--- src/rtl/alu_bist_controller.sv ---
// alu_bist_controller
//   Built-in self-test driver for a combinational 32-bit ALU. For each
//   operand vector it walks the enabled opcodes, holds each one for
//   SETTLE_CYCLES+1 cycles, and folds {Result, flagC, flagZ} into a 64-bit
//   MISR on the last of those cycles. When the run ends, the signature is
//   compared against exp_sig.
//
//   Optional macro ALU_BIST_OPMASK_EN adds op_mask[15:0]. It is sampled on
//   start, and opcodes whose mask bit is 0 are skipped.
//
// Ports
//   clk, rst_n          clock, asynchronous active-low reset
//   start               run request (honoured in IDLE/DONE only)
//   seed_a, seed_b      first operand vector
//   exp_sig             golden signature
//   operand1/2, opcode  registered drive into the ALU
//   alu_result/flagC/Z  ALU response
//   busy, done, pass    run status (pass only meaningful while done)
//   signature           MISR contents
//   op_mask             opcode enable mask (ALU_BIST_OPMASK_EN only)

module alu_bist_controller #(
  parameter int DATA_W        = 32,
  parameter int RES_W         = 64,
  parameter int SETTLE_CYCLES = 1,
  parameter int PASSES        = 1
) (
  input  logic              clk,
  input  logic              rst_n,
  input  logic              start,
  input  logic [DATA_W-1:0] seed_a,
  input  logic [DATA_W-1:0] seed_b,
  input  logic [RES_W-1:0]  exp_sig,
  output logic [DATA_W-1:0] operand1,
  output logic [DATA_W-1:0] operand2,
  output logic [3:0]        opcode,
  input  logic [RES_W-1:0]  alu_result,
  input  logic              alu_flagC,
  input  logic              alu_flagZ,
`ifdef ALU_BIST_OPMASK_EN
  input  logic [15:0]       op_mask,
`endif
  output logic              busy,
  output logic              done,
  output logic              pass,
  output logic [RES_W-1:0]  signature
);

  typedef enum logic [1:0] {S_IDLE, S_WAIT, S_CAPTURE, S_DONE} state_t;

  localparam logic [3:0]        SETTLE_LAST = 4'(SETTLE_CYCLES - 1);
  localparam logic [7:0]        PASS_LAST   = 8'(PASSES - 1);
  localparam logic [DATA_W-1:0] LFSR_POLY   = DATA_W'(32'h80200003);
  localparam logic [RES_W-1:0]  MISR_POLY   = RES_W'(64'h1B);

  state_t              r_state, w_state_nxt;
  logic [DATA_W-1:0]   r_op1, r_op2, w_op1_nxt, w_op2_nxt;
  logic [3:0]          r_opcode, w_opcode_nxt;
  logic [RES_W-1:0]    r_sig, w_sig_nxt, w_misr;
  logic [7:0]          r_pass_cnt, w_pass_cnt_nxt;
  logic [3:0]          r_settle, w_settle_nxt;
  logic [15:0]         w_start_mask, w_mask;
  logic [4:0]          w_next_en;

  // Mask seen at start (w_start_mask) and mask in force for the run (w_mask).
  // Without the option both are all-ones, so the skip logic folds away.
`ifdef ALU_BIST_OPMASK_EN
  logic [15:0] r_mask;
  assign w_start_mask = op_mask;
  assign w_mask       = r_mask;

  always_ff @(posedge clk or negedge rst_n) begin
    if (!rst_n)                                                r_mask <= '0;
    else if (start && (r_state == S_IDLE || r_state == S_DONE)) r_mask <= op_mask;
  end
`else
  assign w_start_mask = 16'hFFFF;
  assign w_mask       = 16'hFFFF;
`endif

  // Lowest enabled opcode; meaningless when the mask is zero.
  function automatic logic [3:0] first_en(input logic [15:0] m);
    logic [3:0] r;
    r = '0;
    for (int i = 15; i >= 0; i--) if (m[i]) r = 4'(i);
    return r;
  endfunction

  // {found, index} of the next enabled opcode strictly above cur.
  function automatic logic [4:0] next_en(input logic [15:0] m, input logic [3:0] cur);
    logic [4:0] r;
    r = '0;
    for (int i = 15; i >= 0; i--)
      if (m[i] && (i > int'(cur))) r = {1'b1, 4'(i)};
    return r;
  endfunction

  // Galois shift-right LFSR. The all-zero state is mapped to 1 so that a
  // zero seed cannot lock the operand sequence.
  function automatic logic [DATA_W-1:0] lfsr_step(input logic [DATA_W-1:0] x);
    if (x == '0) return DATA_W'(1);
    return (x >> 1) ^ (x[0] ? LFSR_POLY : '0);
  endfunction

  assign w_misr = ({r_sig[RES_W-2:0], 1'b0} ^ (r_sig[RES_W-1] ? MISR_POLY : '0))
                ^ (alu_result ^ {{(RES_W-2){1'b0}}, alu_flagC, alu_flagZ});

  assign w_next_en = next_en(w_mask, r_opcode);

  always_comb begin
    w_state_nxt    = r_state;
    w_op1_nxt      = r_op1;
    w_op2_nxt      = r_op2;
    w_opcode_nxt   = r_opcode;
    w_sig_nxt      = r_sig;
    w_pass_cnt_nxt = r_pass_cnt;
    w_settle_nxt   = r_settle;
    case (r_state)
      S_IDLE, S_DONE: begin
        if (start) begin
          w_op1_nxt      = seed_a;
          w_op2_nxt      = seed_b;
          w_opcode_nxt   = first_en(w_start_mask);
          w_sig_nxt      = '0;
          w_pass_cnt_nxt = '0;
          w_settle_nxt   = '0;
          // An empty mask has nothing to test: finish immediately.
          w_state_nxt    = (w_start_mask == 16'h0) ? S_DONE : S_WAIT;
        end
      end
      S_WAIT: begin
        if (r_settle == SETTLE_LAST) begin
          w_settle_nxt = '0;
          w_state_nxt  = S_CAPTURE;
        end else begin
          w_settle_nxt = r_settle + 4'd1;
        end
      end
      S_CAPTURE: begin
        w_sig_nxt = w_misr;
        if (w_next_en[4]) begin
          w_opcode_nxt = w_next_en[3:0];
          w_state_nxt  = S_WAIT;
        end else if (r_pass_cnt == PASS_LAST) begin
          w_state_nxt  = S_DONE;
        end else begin
          w_opcode_nxt   = first_en(w_mask);
          w_op1_nxt      = lfsr_step(r_op1);
          w_op2_nxt      = lfsr_step(r_op2);
          w_pass_cnt_nxt = r_pass_cnt + 8'd1;
          w_state_nxt    = S_WAIT;
        end
      end
      default: w_state_nxt = S_IDLE;
    endcase
  end

  always_ff @(posedge clk or negedge rst_n) begin
    if (!rst_n) begin
      r_state    <= S_IDLE;
      r_op1      <= '0;
      r_op2      <= '0;
      r_opcode   <= '0;
      r_sig      <= '0;
      r_pass_cnt <= '0;
      r_settle   <= '0;
    end else begin
      r_state    <= w_state_nxt;
      r_op1      <= w_op1_nxt;
      r_op2      <= w_op2_nxt;
      r_opcode   <= w_opcode_nxt;
      r_sig      <= w_sig_nxt;
      r_pass_cnt <= w_pass_cnt_nxt;
      r_settle   <= w_settle_nxt;
    end
  end

  assign operand1  = r_op1;
  assign operand2  = r_op2;
  assign opcode    = r_opcode;
  assign signature = r_sig;
  assign busy      = (r_state == S_WAIT) || (r_state == S_CAPTURE);
  assign done      = (r_state == S_DONE);
  assign pass      = (r_state == S_DONE) && (r_sig == exp_sig);

endmodule

--- config.mk ---
export PLATFORM = sky130hd
export DESIGN_NAME = alu_bist_controller
export DESIGN_NICKNAME = d
export VERILOG_FILES = /design/src/rtl/alu_bist_controller.sv
export SDC_FILE = /design/constraint.sdc
export NUM_CORES = 1
export LEC_CHECK = 0
export BUFFER_PORTS_ARGS = -buffer_cell sky130_fd_sc_hd__buf_2
export CORE_ASPECT_RATIO = 0.9
export CORE_MARGIN = 4
export CORE_UTILIZATION = 52
export DETAILED_ROUTE_END_ITERATION = 8
export HOLD_SLACK_MARGIN = 0.03
export PLACE_DENSITY = 0.86
export SYNTH_ARGS = -nofsm -noshare
export SYNTH_HDL_FRONTEND = slang
export SYNTH_SLANG_ARGS = --single-unit
--- constraint.sdc ---
create_clock -name clk -period 3.3 [get_ports clk]
set_clock_uncertainty 0.2 [all_clocks]
set_input_delay 0.33 -clock clk [delete_from_list [all_inputs] [get_ports clk]]
set_output_delay 0.33 -clock clk [all_outputs]
set_load 0.01 [all_outputs]
==> results of run 1 <==
[report_power, final]
part           total, W  switching [W]  internal (W)
Sequential      0.00356        0.00105       0.00251
Combinational   0.00475        0.00293       0.00182
Clock           0.00191       0.000852       0.00106
[stage by stage]
step | setup WS [ns] | cells | power, W | hold slack, ns
after floorplan | 1.10 | 834 | 0.00590 | -0.166
after global placement | 0.829 | 1332 | 0.00758 | 0.175
after detailed placement | 0.765 | 1332 | 0.00773 | 0.187
after CTS | 0.396 | 1474 | 0.00976 | 0.0320
after global routing | 0.111 | 1476 | 0.0107 | 0.0349
final | 0.124 | 1477 | 0.0102 | 0.0408
[flip-flops by register name, indices dropped and copies added (netlist names)]
name,cells
r_settle,4
opcode,4
r_state,2
operand1,32
signature,64
r_pass_cnt,8
operand2,32
[area by class of cell]
type / count / area share (%)
multi-input cells: 618 / 34.8
flip-flops and latches: 146 / 31.9
repair buffers: 453 / 25.1
clock buffers: 17 / 3.72
well taps: 198 / 2.16
clock inverters: 15 / 1.31
inverters: 27 / 0.885
diodes: 3 / 0.0656
[timing repair]
item | 4_1_cts | 5_1_grt
endpoints found under the setup margin | 0 | 1
hold buffers | 110 | 0
resized for setup | 0 | 1
endpoints found under the hold margin | 177 | 0
[cells by family (layout without fill, tap and decap cells)]
family | after synthesis | in the layout | synth area share [%]
mux | 59 | 59 | 7.50
simple gates | 272 | 272 | 15.7
xor+xnor | 131 | 131 | 14.5
flops | 146 | 146 | 46.2
compound gates | 146 | 146 | 10.6
other cells | 0 | 3 | 0
buf+inv | 70 | 512 | 3.89
fa+ha+maj | 10 | 10 | 1.58
[metal layers]
| metal | wire, microns | share of wire, % | vias up | global-route usage (%) |
|---|---|---|---|---|
| li1 | - | - | 3735 | - |
| met1 | 11200 | 33 | 4147 | 43.9 |
| met2 | 15700 | 46 | 819 | 62.2 |
| met3 | 4730 | 14 | 231 | 17.6 |
| met4 | 2550 | 7.4 | 4 | 25.2 |
| met5 | 23 | 0.067 | - | 0 |
[placed cells by master (no fill, tap or decap), types with 2 or more instances in the layout]
cell / instances
dlygate4sd3_1: 110
mux2i_1: 56
or2_2: 2
nor2_1: 16
inv_6: 5
ha_1: 9
nand4_1: 16
xnor2_1: 73
a41oi_1: 2
buf_12: 2
mux2_2: 2
inv_1: 26
a22o_1: 3
o21ai_1: 26
nand3_1: 48
and3_1: 3
a21oi_1: 15
clkbuf_16: 17
xor2_1: 57
o221ai_1: 3
diode_2: 3
a221oi_1: 2
o2bb2ai_1: 3
clkinvlp_4: 4
nand2_1: 152
o21ai_0: 67
nand3b_1: 2
nor4b_1: 2
o22ai_1: 8
clkinv_4: 4
nor3_1: 4
a22oi_1: 2
buf_2: 330
buf_4: 10
and4_1: 3
o31ai_1: 4
nor4_1: 19
nand2b_1: 2
dfrtp_1: 146
[path summary, 6_finish.rpt]
path | start | end | cells past startpoint
setup / recovery | signature[9]$_DFFE_PN0P_ | pass | 6
hold / removal | seed_b[3] | operand2[3]$_DFFE_PN0P_ | 3
setup reg to reg | r_pass_cnt[0]$_DFFE_PN0P_ | operand1[7]$_DFFE_PN0P_ | 8
hold reg to reg | opcode[3]$_DFFE_PN0P_ | opcode[3]$_DFFE_PN0P_ | 2
max in group asynchronous | rst_n | operand1[31]$_DFFE_PN0P_ | 3
min in group asynchronous | rst_n | signature[13]$_DFFE_PN0P_ | 2
[worst max-delay path: cells and delay by family (launching register included)]
kind / cells / cell delay [ns]
and+or+nand+nor: 4 / 1.13
DFF: 1 / 0.42
buffers and inverters: 1 / 0.23
xor gates and xnor gates: 1 / 0.44
==> impl_metrics.env, run 1 <==
export IMPL_yosys_top_cells_area="dfrtp_1, xnor2_1, mux2i_1"
export IMPL_area_growth_pct=44.8
export IMPL_crit_path_cell_trace="xnor2_1 -> nand4_1 -> nor4_1 -> nand3_1 -> nor4_1 -> buf_2"
export IMPL_drv_slew=0
export IMPL_synthArstFlopShare_pct=100
export IMPL_drt_total_wl_mm=34.2
export IMPL_gp_congestion=0.996
export IMPL_clk_pin_slew_ns=0.06
export IMPL_fin_setup_tns_ns=0
export IMPL_dieHeight_microns=125
export IMPL_synthFlopType="dfrtp_1"
export IMPL_finalCritPeriodShare_pct=96.3
export IMPL_reg2reg_slack_ns=0.61
export IMPL_irDropWorstVdd_v=0.000597
export IMPL_leakage_nw=5.67
export IMPL_place_area_sq_um=9760
export IMPL_yosysMostFrequentCell="nand2_1"
export IMPL_cp_start_kind="register"
export IMPL_postRouteAntennaNets=0
export IMPL_drive_gt1_share_pct=30.2
export IMPL_critPathCaptureType="primary output"
export IMPL_max_freq_mhz=315
export IMPL_cts_tree="built"
export IMPL_hold_class="in2reg"
export IMPL_firstDrtPassIters=7
export IMPL_final_cell_area_sq_um=11400
export IMPL_critPathKind="reg2out"
export IMPL_slowest_delay_ns=0.44
export IMPL_vias_per_cell=6.05
export IMPL_ios=332
export IMPL_tightest_slew_ns=0.676
export IMPL_cap_violations=0
export IMPL_clock_sinks=146
export IMPL_row_count=42
export IMPL_dieArea_sq_um=17200
export IMPL_clk_path_buf_depth=2
export IMPL_ys_warnings_count=0
export IMPL_slew_limit_headroom_pct=54.9
export IMPL_rsz0062_at_grt="false"
export IMPL_p_per_area_nw_per_um2=892
export IMPL_crit_path_frequent_cell="nor4_1"
export IMPL_syn_inst=834
export IMPL_syn_cell_area_sq_um=7910
export IMPL_grt_max_degree=72
export IMPL_portBuffers=331
export IMPL_cp_data_required_time_ns=2.77
export IMPL_synth_edf_count=0
export IMPL_worst_endpoint_arrival_ns=2.65
export IMPL_netlist_cell_type_count=48
export IMPL_dp_hpwl_mm=20.2
export IMPL_antenna_found_initial=5
export IMPL_ys_ff_latch=146
export IMPL_syn_area_per_cell_sq_um=9.48
export IMPL_nets=1470
export IMPL_dieWidth_microns=138
export IMPL_yosysTopAreaCell="dfrtp_1"
export IMPL_grt_pass1_vias=9300
export IMPL_multi_input_area_sq_um=3990
export IMPL_vias=8936
export IMPL_drt_iter0_drc=808
export IMPL_post_route_min_period_ns=3.18
export IMPL_path_max_fanout=4
export IMPL_synth_top_area_share_pct=46.2
export IMPL_setup_violations_final=0
export IMPL_start_util_pct=53.4
export IMPL_critPathSlowestCell="xnor2_1"
export IMPL_gr_total_overflow=0
export IMPL_clk_latency_ns=0.43
export IMPL_outcome="complete, no violations"
export IMPL_synth_yosys_seq_area_share_pct=46.2
export IMPL_grt_pass1_wl_mm=52.4
export IMPL_fillers=862
export IMPL_drcViolationCount=0
export IMPL_htreeDepth=4
export IMPL_post_route_util_pct=77.3
export IMPL_routedWlPerCell_microns=23.2
export IMPL_fp_coreArea_sq_um=14800
export IMPL_hold_viol=0
export IMPL_grtUsageTotal_pct=39.8
export IMPL_numCtsBuffers=17
export IMPL_postCtsSetupBuffers=0
export IMPL_synth_nets=1041
export IMPL_synth_commonest_cells="nand2_1, dfrtp_1, xnor2_1"
export IMPL_regArea_sq_um=3650
export IMPL_clockRootBuffer="clkbuf_16"
No activity file was read; power rests on OpenSTA's default activity.
==> inputs of run 2 (changes only) <==
--- a/config.mk
+++ b/config.mk
@@ -5,13 +5,14 @@
 export SDC_FILE = /design/constraint.sdc
 export NUM_CORES = 1
 export LEC_CHECK = 0
+export ABC_AREA = 1
 export BUFFER_PORTS_ARGS = -buffer_cell sky130_fd_sc_hd__buf_2
 export CORE_ASPECT_RATIO = 0.9
 export CORE_MARGIN = 4
-export CORE_UTILIZATION = 52
+export CORE_UTILIZATION = 54
 export DETAILED_ROUTE_END_ITERATION = 8
 export HOLD_SLACK_MARGIN = 0.03
-export PLACE_DENSITY = 0.86
+export PLACE_DENSITY = 0.87
 export SYNTH_ARGS = -nofsm -noshare
 export SYNTH_HDL_FRONTEND = slang
 export SYNTH_SLANG_ARGS = --single-unit
==> run 2 against run 1 <==
- sequential power is 3% higher
- sequential share of layout area decreased by 1.6 points
- sequential cell count unchanged
- power up 13%
- clock power barely moved
- cell count is 15% higher
- critical path type unchanged
- largest power group unchanged
- synthesized cell count is 29% higher
- register-to-register slack better by 0.15 ns
- count of clock-buffer cells in the layout up 2
==> impl_metrics.env, run 2 <==
export IMPL_outcome="complete, no violations"
export IMPL_critPathCaptureType="primary output"
export IMPL_row_count=43
export IMPL_grt_max_degree=104
export IMPL_busiest_layer="met2"
export IMPL_fillers=1038
export IMPL_dieHeight_microns=129
export IMPL_cp_start_kind="register"
export IMPL_drive_gt1_share_pct=29.1
export IMPL_postCtsSetupBuffers=0
export IMPL_cap_violations=0
export IMPL_worst_endpoint_arrival_ns=2.08
export IMPL_ys_ff_latch=146
export IMPL_slowest_delay_ns=0.45
export IMPL_hold_class="in2reg"
export IMPL_postRouteAntennaNets=0
export IMPL_crit_path_cell_trace="xor2_1 -> nor2_1 -> nand2_1 -> nor2_1 -> nand3_1 -> nor2_1 -> buf_2"
export IMPL_met1_usage_pct=44.0
export IMPL_clock_sinks=146
export IMPL_start_util_pct=56.0
export IMPL_yosysMostFrequentCell="nand2_1"
export IMPL_synthFlopType="dfrtp_1"
export IMPL_gr_total_overflow=0
export IMPL_gp_congestion=0.988
export IMPL_ff2ff_path_depth=10
export IMPL_fp_coreArea_sq_um=15700
export IMPL_grt_met3_usage_pct=7.47
export IMPL_cts_tree="built"
export IMPL_synth_edf_count=0
export IMPL_firstDrtPassIters=6
export IMPL_synth_top_area_share_pct=41.7
export IMPL_path_max_fanout=5
export IMPL_yosys_top_cells_area="dfrtp_1, nand2_1, mux2i_1"
export IMPL_dieWidth_microns=142
export IMPL_syn_area_per_cell_sq_um=8.13
export IMPL_clockRootBuffer="clkbuf_16"
export IMPL_nets=1695
export IMPL_grt_pass1_wl_mm=49.5
export IMPL_portBuffers=331
export IMPL_synth_yosys_seq_area_share_pct=41.7
export IMPL_ios=332
export IMPL_critPathSlowestCell="dfrtp_1"
export IMPL_tightest_slew_ns=0.647
export IMPL_use_met2_pct=56.3
export IMPL_place_area_sq_um=10500
export IMPL_vias=9691
export IMPL_clk_pin_slew_ns=0.07
export IMPL_leakage_nw=5.99
export IMPL_ys_warnings_count=0
export IMPL_power_switching_w=0.00557
export IMPL_synthArstFlopShare_pct=100
export IMPL_fin_setup_tns_ns=0
export IMPL_antennaDiodeCount=0
export IMPL_drt_iter0_drc=986
export IMPL_drcViolationCount=0
export IMPL_dp_hpwl_mm=21.8
export IMPL_layout_common_cells="buf_2, nand2_1, dfrtp_1"
export IMPL_drt_total_wl_mm=32.3
export IMPL_setup_violations_final=0
export IMPL_layout_commonest_cell="buf_2"
export IMPL_cp_data_required_time_ns=2.77
export IMPL_critPathKind="reg2out"
export IMPL_dieArea_sq_um=18300
export IMPL_drv_slew=0
export IMPL_vias_per_cell=5.69
export IMPL_clk_path_buf_depth=2
export IMPL_grtUsageTotal_pct=34.5
export IMPL_area_growth_pct=37.4
export IMPL_syn_inst=1078
export IMPL_p_per_area_nw_per_um2=960
export IMPL_rsz0062_at_grt="false"
export IMPL_max_freq_mhz=383
export IMPL_routedWlPerCell_microns=19.0
export IMPL_antenna_found_initial=0
export IMPL_final_cell_area_sq_um=12000
export IMPL_intPower_w=0.00599
export IMPL_irDropWorstVdd_v=0.000562
export IMPL_crit_path_frequent_cell="nor2_1"
export IMPL_power_share_sequential_pct=31.6
export IMPL_synth_commonest_cells="nand2_1, dfrtp_1, inv_1"
export IMPL_combPwrFrac_pct=52.0
export IMPL_whs_path_depth=3
export IMPL_post_route_min_period_ns=2.61
export IMPL_synth_nets=1285
export IMPL_power_frac_clock_pct=16.5
export IMPL_htreeDepth=4
export IMPL_yosysTopAreaCell="dfrtp_1"
export IMPL_finalCritPeriodShare_pct=79.1
export IMPL_hold_viol=0
export IMPL_numCtsBuffers=17
export IMPL_grt_pass1_vias=9378
export IMPL_syn_cell_area_sq_um=8770
export IMPL_p_sw_share_pct=48.2
export IMPL_clk_latency_ns=0.42
export IMPL_largest_reg_flops=64
export IMPL_netlist_cell_type_count=35
export IMPL_slew_limit_headroom_pct=56.8
==> run 2: changes by cell type after synthesis, sizes merged, moves of 39 or more <==
cell	change
a21oi	+40
inv	+95
o211ai	+39
xor2	-46
nor2	+96
nand2	+90
==> run 2: power groups by stage <==
stage          logic [W]  clock network (W)  registers (W)
6_report         0.00601            0.00190        0.00365
5_1_grt          0.00655            0.00200        0.00374
4_1_cts          0.00584            0.00192        0.00358
3_5_place_dp     0.00572                  0        0.00359
3_3_place_gp     0.00552                  0        0.00356
2_1_floorplan    0.00389                  0        0.00367
==> run 2: critical path: cells and delay by family, from the launching register on <==
kind | cells | cell delay, ns
and+or+nand+nor | 5 | 0.85
DFF | 1 | 0.45
xor gates and xnor gates | 1 | 0.21
buffers and inverters | 1 | 0.16
==> run 2: path summary, 6_finish.rpt <==
kind / startpoint / endpoint / slack, ns
min reg2reg: operand1[2]$_DFFE_PN0P_ / operand1[2]$_DFFE_PN0P_ / 0.33
max in group asynchronous: rst_n / opcode[0]$_DFFE_PN0P_ / 1.73
min: seed_b[3] / operand2[3]$_DFFE_PN0P_ / 0.04
max: signature[42]$_DFFE_PN0P_ / pass / 0.69
min in group asynchronous: rst_n / operand2[25]$_DFFE_PN0P_ / 0.27
max reg2reg: r_state[0]$_DFFE_PN0P_ / operand2[0]$_DFFE_PN0P_ / 0.76
==> run 2: logic make-up after synthesis <==
logic type | synth area share, %
flip-flops | 41.7
AO/OA/AOI/OAI | 18.6
adder cells (fa/ha/maj) | 1.43
multiplexers | 6.39
AND/OR/NAND/NOR | 18.2
XOR/XNOR | 5.19
buffers and inverters | 8.61
==> run 2: repair_timing <==
item / 4_1_cts / 5_1_grt
resized for setup: 0 / 0
endpoints found under the hold margin: 160 / 0
hold buffers: 94 / 0
==> run 2: cell type report <==
class	count	area [sq um]	area share, %
clock buffer	19	443	3.68
clock inverter	12	134	1.11
multi-input combinational	767	4380	36.4
timing repair buffer	434	2720	22.6
inverter	122	459	3.81
tap	202	253	2.10
sequential	146	3650	30.3
==> run 2: layer usage <==
| metal | part of all wire [%] | up-vias |
|---|---|---|
| li1 | - | 4374 |
| met1 | 38 | 4525 |
| met2 | 48 | 659 |
| met3 | 9.0 | 133 |
| met4 | 4.3 | 0 |
| met5 | 0 | - |
==> run 2: through the flow <==
step                total power (W)  utilization, %  setup WS, ns  hold WS [ns]  cells
finish                       0.0116            76.9         0.689        0.0359   1702
global route                 0.0123            76.9         0.556        0.0309   1702
CTS                          0.0113            76.9         0.730        0.0304   1702
detailed placement          0.00932            67.2         0.819         0.179   1577
global placement            0.00908            67.2         0.917         0.181   1577
floorplan                   0.00756               -          1.27        -0.166   1078
==> inputs of run 3 (changes only) <==
--- a/config.mk
+++ b/config.mk
@@ -5,14 +5,14 @@
 export SDC_FILE = /design/constraint.sdc
 export NUM_CORES = 1
 export LEC_CHECK = 0
-export ABC_AREA = 1
+export ABC_AREA = 0
 export BUFFER_PORTS_ARGS = -buffer_cell sky130_fd_sc_hd__buf_2
 export CORE_ASPECT_RATIO = 0.9
 export CORE_MARGIN = 4
-export CORE_UTILIZATION = 54
+export CORE_UTILIZATION = 44
 export DETAILED_ROUTE_END_ITERATION = 8
 export HOLD_SLACK_MARGIN = 0.03
-export PLACE_DENSITY = 0.87
+export PLACE_DENSITY = 0.77
 export SYNTH_ARGS = -nofsm -noshare
 export SYNTH_HDL_FRONTEND = slang
 export SYNTH_SLANG_ARGS = --single-unit
==> constraint.sdc (replaced) <==
create_clock -name clk -period 2.1 [get_ports clk]
set_clock_uncertainty 0.2 [all_clocks]
set_input_delay 0.21 -clock clk [delete_from_list [all_inputs] [get_ports clk]]
set_output_delay 0.21 -clock clk [all_outputs]
set_load 0.01 [all_outputs]
==> run 3 against run 2 <==
- the run now ends with negative setup slack left
- cell count shrank 4.1%
- worst hold slack gained 0.027 ns
- combinational power grew 71%
- sequential share of layout area is 2.4 points lower
- count of clock-buffer cells in the layout is the same
- first-iteration DRC count fell by 32%
- largest cell class unchanged
==> impl_metrics.env, run 3 (same netlist as run 1, synthesis figures left out) <==
export IMPL_dieWidth_microns=149
export IMPL_hold_viol=0
export IMPL_htreeDepth=4
export IMPL_vias=9485
export IMPL_worst_endpoint_arrival_ns=2.30
export IMPL_dp_hpwl_mm=21.6
export IMPL_critPathKind="reg2out"
export IMPL_irDropWorstVdd_v=0.00103
export IMPL_gr_total_overflow=0
export IMPL_layout_commonest_cell="buf_2"
export IMPL_whs_path_depth=4
export IMPL_critPathCaptureType="primary output"
export IMPL_clk_path_buf_depth=2
export IMPL_drv_slew=0
export IMPL_numCtsBuffers=17
export IMPL_regArea_sq_um=3650
export IMPL_crit_path_cell_trace="xnor2_1 -> nand4_1 -> nor4_4 -> nand3_1 -> nor4_2 -> buf_4 -> buf_6"
export IMPL_cp_start_kind="register"
export IMPL_start_util_pct=44.9
export IMPL_clockRootBuffer="clkbuf_16"
export IMPL_dieArea_sq_um=20200
export IMPL_rsz0062_at_grt="true"
export IMPL_cap_violations=0
export IMPL_place_area_sq_um=10400
export IMPL_drt_iter0_drc=671
export IMPL_fin_cells=1632
export IMPL_clk_pin_slew_ns=0.06
export IMPL_grt_pass1_vias=9554
export IMPL_row_count=46
export IMPL_setup_violations_final=13
export IMPL_portBuffers=331
export IMPL_clock_sinks=146
export IMPL_firstDrtPassIters=7
export IMPL_max_freq_mhz=369
export IMPL_finalCritPeriodShare_pct=129
export IMPL_layout_common_cells="buf_2, dfrtp_1, nand2_1"
export IMPL_fillers=1071
export IMPL_post_route_min_period_ns=2.71
export IMPL_nets=1584
export IMPL_tightest_slew_ns=0.674
export IMPL_finalPower_w=0.0188
export IMPL_path_max_fanout=4
export IMPL_clk_latency_ns=0.42
export IMPL_slew_limit_headroom_pct=54.7
export IMPL_ios=332
export IMPL_place_inst=1435
export IMPL_routedWlPerCell_microns=22.9
export IMPL_grt_max_degree=61
export IMPL_multi_input_area_sq_um=4260
export IMPL_postRouteAntennaNets=0
export IMPL_vias_per_cell=5.81
export IMPL_dieHeight_microns=135
export IMPL_leakage_nw=6.47
export IMPL_grt_pass1_wl_mm=52.6
export IMPL_largest_reg_flops=64
export IMPL_grtUsageTotal_pct=33.6
export IMPL_violations="negative setup slack"
export IMPL_final_cell_area_sq_um=13100
export IMPL_slowest_delay_ns=0.44
export IMPL_p_per_area_nw_per_um2=1440
export IMPL_hold_class="in2reg"
export IMPL_drive_gt1_share_pct=37.7
export IMPL_critPathSlowestCell="dfrtp_1"
export IMPL_ff2ff_path_depth=7
export IMPL_worst_slack_ns=-0.608
export IMPL_gp_congestion=0.959
export IMPL_antenna_found_initial=2
export IMPL_fin_setup_tns_ns=-1.77
export IMPL_drt_total_wl_mm=37.4
export IMPL_dp_slack_ns=-0.402
export IMPL_fp_coreArea_sq_um=17600
export IMPL_outcome="finished with violations"
export IMPL_cts_tree="built"
export IMPL_area_growth_pct=65.1
export IMPL_drcViolationCount=0
export IMPL_cp_data_required_time_ns=1.69
[run 3: cell count changes in the layout (fill, tap and decap cells not counted), moves of 25 or more]
cell | before | now
xor2_1 | 11 | 57
nand3_1 | 18 | 48
o211ai_1 | 39 | 0
nor2_1 | 111 | 16
o21ai_2 | 51 | 9
nand2_1 | 240 | 140
inv_1 | 120 | 24
dlygate4sd3_1 | 94 | 130
o22ai_1 | 33 | 8
a21oi_1 | 53 | 9
xnor2_1 | 41 | 66
buf_4 | 5 | 72
[run 3: path summary, 6_finish.rpt]
check	end	from	slack (ns)
max reg2reg	operand2[0]$_DFFE_PN0P_	operand2[1]$_DFFE_PN0P_	-0.22
max in group asynchronous	signature[21]$_DFFE_PN0P_	rst_n	0.90
min	signature[3]$_DFFE_PN0P_	alu_result[3]	0.06
min in group asynchronous	signature[6]$_DFFE_PN0P_	rst_n	0.15
min reg2reg	r_settle[2]$_DFFE_PN0P_	r_settle[2]$_DFFE_PN0P_	0.32
max	pass	signature[8]$_DFFE_PN0P_	-0.61
[run 3: metrics by stage]
step           utilization (%)  hold slack [ns]
3_3_place_gp              59.2           0.0421
3_5_place_dp              59.2           0.0440
2_1_floorplan                -           -0.286
4_1_cts                   70.7           0.0388
6_report                  74.1           0.0624
5_1_grt                   74.1           0.0723
[run 3: where the power goes]
group	internal (W)	total, W	leakage (nW)	switching, W
logic	0.00468	0.0103	4.29	0.00558
clock network	0.00187	0.00316	0.279	0.00129
registers	0.00394	0.00539	1.90	0.00145
[run 3: final cells by class]
type,instances,share of cell area (%)
multi-input combinational,619,32.6
clock buffer,19,3.32
timing repair buffer,566,31.7
sequential,146,28.0
tap,240,2.30
inverter,27,0.776
clock inverter,13,1.24
antenna,2,0.0383
[run 3: timing repair]
| item | CTS | global route |
|---|---|---|
| cloned | 1 | 8 |
| hold buffers | 130 | 0 |
| endpoints found under the setup margin | 30 | 87 |
| gates resized for setup | 16 | 73 |
| buffers inserted | 3 | 21 |
| pin swaps | 3 | 4 |
| hold endpoints to repair | 187 | 0 |
[run 3: routing by layer]
metal  global-route usage (%)  vias to the layer above  routed length [microns]
met5                        0                        -                       13
met4                     18.4                        2                     2450
met3                     10.1                      215                     4120
met2                     56.6                      843                    18000
met1                     38.5                     4457                    12800
li1                         -                     3968                        -
[run 3: worst max-delay path: cells and delay by family (launching register included)]
kind / cells / cell delay [ns]
DFF: 1 / 0.44
xor gates and xnor gates: 1 / 0.29
and+or+nand+nor: 4 / 0.89
buffers and inverters: 2 / 0.26
